### src/rtl/imem_pkg.sv
// Shared types and constants for the instruction-memory boot controller.
package imem_pkg;

  typedef enum logic [2:0] {
    ST_IDLE  = 3'd0,
    ST_HDR   = 3'd1,
    ST_DATA  = 3'd2,
    ST_WRITE = 3'd3,
    ST_DONE  = 3'd4
  } state_t;

  localparam logic [31:0] NOP_INSTR     = 32'h0000_0013;
  localparam int          DEPTH_DEFAULT = 1024;
  localparam int          HDR_BYTES     = 2;
  localparam int          WORD_BYTES    = 4;

  function automatic logic is_loading(input state_t st);
    return (st == ST_HDR) || (st == ST_DATA) || (st == ST_WRITE);
  endfunction

  function automatic logic takes_bytes(input state_t st);
    return (st == ST_HDR) || (st == ST_DATA);
  endfunction

endpackage

### src/rtl/imem_word_packer.sv
// Packs four boot bytes into one little-endian instruction word.
// full is high when the word is complete or is completed by the current shift.
module imem_word_packer
  import imem_pkg::*;
(
  input  logic        clk,
  input  logic        rst_n,
  input  logic        clr,
  input  logic        shift_en,
  input  logic [7:0]  byte_in,
  output logic [31:0] word,
  output logic        full
);

  localparam logic [2:0] CNT_FULL = 3'(WORD_BYTES);
  localparam logic [2:0] CNT_LAST = 3'(WORD_BYTES - 1);

  logic [31:0] word_r;
  logic [2:0]  cnt_r;

  // Newest byte enters at the top, so the first byte of a word ends up in [7:0].
  always_ff @(posedge clk or negedge rst_n) begin
    if (!rst_n) begin
      word_r <= 32'h0000_0000;
      cnt_r  <= 3'd0;
    end else if (clr) begin
      word_r <= 32'h0000_0000;
      cnt_r  <= 3'd0;
    end else if (shift_en) begin
      word_r <= {byte_in, word_r[31:8]};
      cnt_r  <= cnt_r + 3'd1;
    end else begin
      word_r <= word_r;
      cnt_r  <= cnt_r;
    end
  end

  assign word = word_r;
  assign full = (cnt_r == CNT_FULL) || (shift_en && (cnt_r == CNT_LAST));

endmodule

### src/rtl/imem_boot_ctrl.sv
// Instruction-memory boot sequencer: loads a length-prefixed byte stream into
// memory, stalling the CPU with NOPs until the load finishes or aborts.
module imem_boot_ctrl
  import imem_pkg::*;
#(
  parameter int  Word_size = 32,
  parameter int  Addr_bits = 32,
  parameter int  Depth     = DEPTH_DEFAULT,
  parameter int  Timeout   = 65535,
  localparam int IW        = $clog2(Depth)
) (
  input  logic                 clk,
  input  logic                 rst_n,
  input  logic                 load_start,
  input  logic                 byte_valid,
  input  logic [7:0]           byte_data,
  output logic                 byte_ready,
  input  logic [Addr_bits-1:0] cpu_addr,
  output logic [Word_size-1:0] cpu_instr,
  output logic                 cpu_stall,
  output logic                 fetch_misalign,
  output logic [IW-1:0]        mem_raddr,
  input  logic [Word_size-1:0] mem_rdata,
  output logic                 mem_we,
  output logic [IW-1:0]        mem_waddr,
  output logic [Word_size-1:0] mem_wdata,
  output logic                 load_done,
  output logic                 load_err
);

  localparam int            TW       = $clog2(Timeout + 1);
  localparam logic [TW-1:0] TO_LAST  = TW'(Timeout - 1);
  localparam logic [16:0]   DEPTH_W  = 17'(Depth);
  localparam logic          HDR_LAST = 1'(HDR_BYTES - 1);

  state_t        state_r, state_s;
  logic          hdr_cnt_r, hdr_cnt_s;
  logic [7:0]    hdr_lo_r, hdr_lo_s;
  logic [15:0]   n_r, n_s, hdr_word_s;
  logic [IW-1:0] k_r, k_s;
  logic [TW-1:0] to_r, to_s;
  logic          done_r, done_s, err_r, err_s;
  logic          ready_r, stall_r, we_r;
  logic          xfer_s, pk_clr_s, pk_shift_s, pk_full_s;
  logic [31:0]   pk_word_s;
  logic          unused_addr_s;

  assign xfer_s     = byte_valid & ready_r;
  assign pk_shift_s = xfer_s && (state_r == ST_DATA);
  assign hdr_word_s = {byte_data, hdr_lo_r};

  imem_word_packer u_packer (
    .clk      (clk),
    .rst_n    (rst_n),
    .clr      (pk_clr_s),
    .shift_en (pk_shift_s),
    .byte_in  (byte_data),
    .word     (pk_word_s),
    .full     (pk_full_s)
  );

  // State register plus load bookkeeping; handshake/stall/strobe follow the next state.
  always_ff @(posedge clk or negedge rst_n) begin
    if (!rst_n) begin
      state_r   <= ST_IDLE;
      hdr_cnt_r <= 1'b0;
      hdr_lo_r  <= 8'h00;
      n_r       <= 16'h0000;
      k_r       <= '0;
      to_r      <= '0;
      done_r    <= 1'b0;
      err_r     <= 1'b0;
      ready_r   <= 1'b0;
      stall_r   <= 1'b0;
      we_r      <= 1'b0;
    end else begin
      state_r   <= state_s;
      hdr_cnt_r <= hdr_cnt_s;
      hdr_lo_r  <= hdr_lo_s;
      n_r       <= n_s;
      k_r       <= k_s;
      to_r      <= to_s;
      done_r    <= done_s;
      err_r     <= err_s;
      ready_r   <= takes_bytes(state_s);
      stall_r   <= is_loading(state_s);
      we_r      <= (state_s == ST_WRITE);
    end
  end

  // Next-state and bookkeeping updates.
  always_comb begin
    state_s   = state_r;
    hdr_cnt_s = hdr_cnt_r;
    hdr_lo_s  = hdr_lo_r;
    n_s       = n_r;
    k_s       = k_r;
    to_s      = to_r;
    done_s    = done_r;
    err_s     = err_r;
    case (state_r)
      ST_IDLE, ST_DONE: begin
        if (load_start) begin
          state_s   = ST_HDR;
          done_s    = 1'b0;
          err_s     = 1'b0;
          hdr_cnt_s = 1'b0;
          k_s       = '0;
          to_s      = '0;
        end else begin
          state_s = state_r;
        end
      end
      ST_HDR: begin
        if (xfer_s) begin
          to_s = '0;
          if (hdr_cnt_r != HDR_LAST) begin
            hdr_lo_s  = byte_data;
            hdr_cnt_s = 1'b1;
          end else if ((hdr_word_s == 16'h0000) || ({1'b0, hdr_word_s} > DEPTH_W)) begin
            err_s   = 1'b1;
            state_s = ST_IDLE;
          end else begin
            n_s     = hdr_word_s;
            state_s = ST_DATA;
          end
        end else if (to_r == TO_LAST) begin
          err_s   = 1'b1;
          state_s = ST_IDLE;
        end else begin
          to_s = to_r + TW'(1);
        end
      end
      ST_DATA: begin
        if (xfer_s) begin
          to_s = '0;
          if (pk_full_s) begin
            state_s = ST_WRITE;
          end else begin
            state_s = ST_DATA;
          end
        end else if (to_r == TO_LAST) begin
          err_s   = 1'b1;
          state_s = ST_IDLE;
        end else begin
          to_s = to_r + TW'(1);
        end
      end
      ST_WRITE: begin
        if (16'(k_r) == (n_r - 16'd1)) begin
          state_s = ST_DONE;
          done_s  = 1'b1;
        end else begin
          k_s     = k_r + IW'(1);
          state_s = ST_DATA;
        end
      end
      default: begin
        state_s = ST_IDLE;
      end
    endcase
  end

  // Packer restarts each time a fresh word begins.
  assign pk_clr_s = (state_s == ST_DATA) && (state_r != ST_DATA);

  assign byte_ready     = ready_r;
  assign cpu_stall      = stall_r;
  assign mem_we         = we_r;
  assign mem_waddr      = k_r;
  assign mem_wdata      = pk_word_s;
  assign load_done      = done_r;
  assign load_err       = err_r;

  // Fetch path: upper PC bits are dropped so fetches wrap modulo Depth.
  assign mem_raddr      = cpu_addr[IW+1:2];
  assign fetch_misalign = |cpu_addr[1:0];
  assign cpu_instr      = stall_r ? NOP_INSTR : mem_rdata;
  assign unused_addr_s  = ^cpu_addr[Addr_bits-1:IW+2];

endmodule
### config.mk
export PLATFORM = sky130hd
export DESIGN_NAME = imem_boot_ctrl
export DESIGN_NICKNAME = d
export VERILOG_FILES = /design/src/rtl/imem_pkg.sv /design/src/rtl/imem_word_packer.sv /design/src/rtl/imem_boot_ctrl.sv
export SDC_FILE = /design/constraint.sdc
export NUM_CORES = 1
export LEC_CHECK = 0
export CORE_MARGIN = 2
export CORE_UTILIZATION = 49
export CTS_BUF_LIST = sky130_fd_sc_hd__clkbuf_16
export CTS_CLUSTER_DIAMETER = 60
export DETAILED_ROUTE_END_ITERATION = 7
export GPL_TIMING_DRIVEN = 0
export PLACE_DENSITY = 0.95
export SLEW_MARGIN = 20
export SYNTH_ARGS = -nofsm -noshare
export SYNTH_HDL_FRONTEND = slang
export SYNTH_SLANG_ARGS = --single-unit
### constraint.sdc
create_clock -name clk -period 7.7 [get_ports clk]
set_input_delay 0.77 -clock clk [delete_from_list [all_inputs] [get_ports clk]]
set_output_delay 0.77 -clock clk [all_outputs]
set_load 0.005 [all_outputs]
==> results.toml <==
[run_status]
run_status = "finished, final reports clean"

[sta]
final-hold-violation-count = 0
max-slew-margin-rel = 0.519
rsz0062_at_grt = "no"
period_share = 0.479
worst_pin_slew_ps = 715
post_route_clock_skew_ps = 7.23
setup-tns-final_ps = 0
final_setup_fails = 0
post_layout_min_period_ps = 3690
maxSlewViolCount = 0
max_clock_freq_ghz = 0.271

[synthesis]
synth_fp_nets = 551
synth.distinct_cells = 54
synthesis.yosys.warnings = 0
post-synth-top-area-cell = "dfrtp_1"
ys_async_sr_fraction = 1.00
syn_avg_cell_area_um2 = 10.3
yosys_most_used_dff = "dfrtp_1"
synth_seq_cells = 94
synthTopCellsByArea = "dfrtp_1 49%, a22o_1 6.0%, mux2_2 4.7%"
syn_inst = 468
synth_enable_flop_cells = 0
netlist_top_cells_count = "94 x dfrtp_1, 37 x nor2_1, 33 x a22o_1, 30 x nand2_1, 30 x nor2b_1"
most_common_cell_in_the_synthesized_netlist = "dfrtp_1"
mappedNetlistArea_um2 = 4820
synth-seq-area-share = 0.488
synth_top_area_share = 0.488

[worst_setup_path]
cp_data_arrival_time_ps = 3970
crit_required_ps = 7980
crit-reg2reg-capture = "u_packer.word[11]"
worstSetupStartpointType = "register"
reg2reg_setup_slack_ps = 4010
top_cell_family_by_delay_on_the_critical_path = "compound AO/OA/AOI/OAI gates"
critical_path.cell_chain = "clkbuf_1, inv_1, ha_1, nand4bb_1, a2111oi_0, o221ai_1, or4_1, o21a_1, buf_6, a211oi_4, buf_6, a22o_1"
reg2reg_start = "n_r[0]"
cp_slowest_stage_delay_ps = 590
worst_setup_path_category = "register to register"
path_max_fanout = 10
critical_path.slowest_cell = "a2111oi_0"
timing.critical_path.buf_inv = 4
worst_setup_path_end_kind = "register"
critical-path-top-cell-by-count = "buf_6"
worstRegToRegCells = 12

[floorplanning]
floorplan.die.height_um = 103
die_width_um = 103
io-pin-count = 166
initial_utilization = 0.498
placementRows = 36
core_area_um2 = 9680
die-area_um2 = 10700

[cts]
cts-buffers-inserted = 9
tritoncts = "yes"
path_clk_slew_ps = 70
htreeDepth = 3
holdBufCountCts = 0
cts_post_setup_buffers_inserted = 0
clock_path_buffers = 2
clk_root_buffer_cell = "clkbuf_16"
worst_skew_pair.late_latency_ps = 350
post_cts.resized_instances = 0
num_clock_sinks = 94

[global_routing]
gr-usage-all-layers = 0.264
grt_overflow_total = 0
grt_use_met1 = 0.299
global_route.usage.met3 = 0.0511
grt_pass1_vias = 4211
use_met2 = 0.488
antenna_found_initial = 2
grt_start_max_net_pins = 64
global_route_wire_length_before_repair_um = 21300
global_route.peak_usage_layer = "met2"

[power]
totalPowerFinal_w = 0.00182
share_comb_of_total_power = 0.392
power_frac_seq = 0.357
internal_power_w = 0.00118
power_frac_clock = 0.251
power.density_nw_per_um2 = 273
p_switching_w = 0.000643
power_leakage_nw = 2.88
vdd_drop_max_v = 0.000212
sw_frac_of_total = 0.353

[place]
hpwlAfterDp_um = 10200
place_congestion = 0.893
place.port_buffers = 135

[flow_run]
maxCapViolations = 0

[drt]
ant_nets = 0
detail_route.vias_per_cell = 5.83
dr.pass1.iters = 5
avgRoutedWirePerCell_um = 18.3
number_of_vias_in_the_routed_layout = 4398
drt_drc_violations_left = 0
detail_route.iter0.violations = 272
routed_wirelength_um = 13800

[finish]
design.final.nets = 698
areaGrowthSynthToFinish_pct = 38.5
sequential_cell_area_um2 = 2350
fillerInstances = 704
final_layout_size_suffix_gt1_frac = 0.100
multi_input_comb_area_um2 = 2230

[worst_hold_path]
min_path_type = "primary input to asynchronous set/reset pin"
power groups by stage:
stage          clock network [W]  registers [W]  logic, W
2_1_floorplan                  0       0.000636  0.000396
3_3_place_gp                   0       0.000650  0.000669
3_5_place_dp                   0       0.000655  0.000701
4_1_cts                 0.000461       0.000649  0.000711
5_1_grt                 0.000479       0.000661  0.000785
6_report                0.000457       0.000651  0.000715
per-stage QoR:
stage	instance area (um^2)	hold WS (ps)	cells	util	worst slack, ps
4_1_cts	6670	373	753	0.689	4060
3_3_place_gp	6340	461	736	0.655	2650
6_report	6680	364	755	0.690	4010
2_1_floorplan	4820	444	468	-	4670
3_5_place_dp	6370	475	737	0.657	4090
5_1_grt	6680	393	755	0.690	3780
routing by layer:
metal | share of wire | wire length (um) | vias to the layer above
li1 | - | - | 1970
met1 | 0.36 | 4930 | 2138
met4 | 0.026 | 364 | 0
met5 | 0 | 0 | -
met3 | 0.082 | 1130 | 29
met2 | 0.54 | 7410 | 261
worst register-to-register path, cell delays in order, from the launching register on:
cell and delay, ps:
dfrtp_1 370, clkbuf_1 200, inv_1 100, ha_1 290, nand4bb_1 120, a2111oi_0 590
o221ai_1 240, or4_1 570, o21a_1 200, buf_6 140, a211oi_4 430, buf_6 220
a22o_1 160
state kept, by name (all words and copies together) (netlist names):
register / count
byte_ready: 1
mem_we: 1
n_r: 16
cpu_stall: 1
u_packer.word: 32
u_packer.cnt_r: 3
hdr_lo_r: 8
hdr_cnt_r: 1
to_r: 16
load_err: 1
mem_waddr: 10
load_done: 1
state_r: 3
how the worst max path moves through the flow:
stage | slack, ps | depth (start not counted) | to | start
final | 4010 | 12 | u_packer.word[11] | n_r[0]
after global routing | 3780 | 12 | u_packer.word[12] | n_r[0]
after CTS | 4060 | 12 | u_packer.word[4] | n_r[0]
after detailed placement | 4090 | 12 | u_packer.word[4] | n_r[0]
after global placement | 2650 | 1 | n_r[13] | rst_n
after floorplan | 4670 | 12 | u_packer.cnt_r[1] | n_r[0]
layout make-up:
| class | instances | area share |
|---|---|---|
| inverter | 14 | 0.00787 |
| tap | 133 | 0.0249 |
| timing repair buffer | 136 | 0.206 |
| antenna | 2 | 0.000749 |
| multi-input combinational | 327 | 0.334 |
| buffer | 33 | 0.0288 |
| sequential | 94 | 0.352 |
| clock buffer | 9 | 0.0337 |
| clock inverter | 7 | 0.0118 |
logic make-up after synthesis:
kind of cell / share of synthesized area
buffers and inverters: 0.0508
multiplexers: 0.0571
AO/OA/AOI/OAI: 0.137
adder cells (fa/ha/maj): 0.0182
XOR/XNOR: 0.0399
AND/OR/NAND/NOR: 0.209
flip-flops: 0.488
placed cells by master, fill, tap and decap left out, types with 12 or more instances in the layout:
cell | netlist | routed
clkbuf_1 | 16 | 16
nand3_1 | 14 | 14
nand2_1 | 30 | 30
a22o_1 | 33 | 33
a21oi_1 | 12 | 12
dfrtp_1 | 94 | 94
clkdlybuf4s50_1 | 0 | 134
o21ai_0 | 16 | 16
mux2_2 | 20 | 20
inv_1 | 14 | 14
nor2_1 | 37 | 37
nor2b_1 | 30 | 30
No activity file was read; power rests on OpenSTA's default activity.
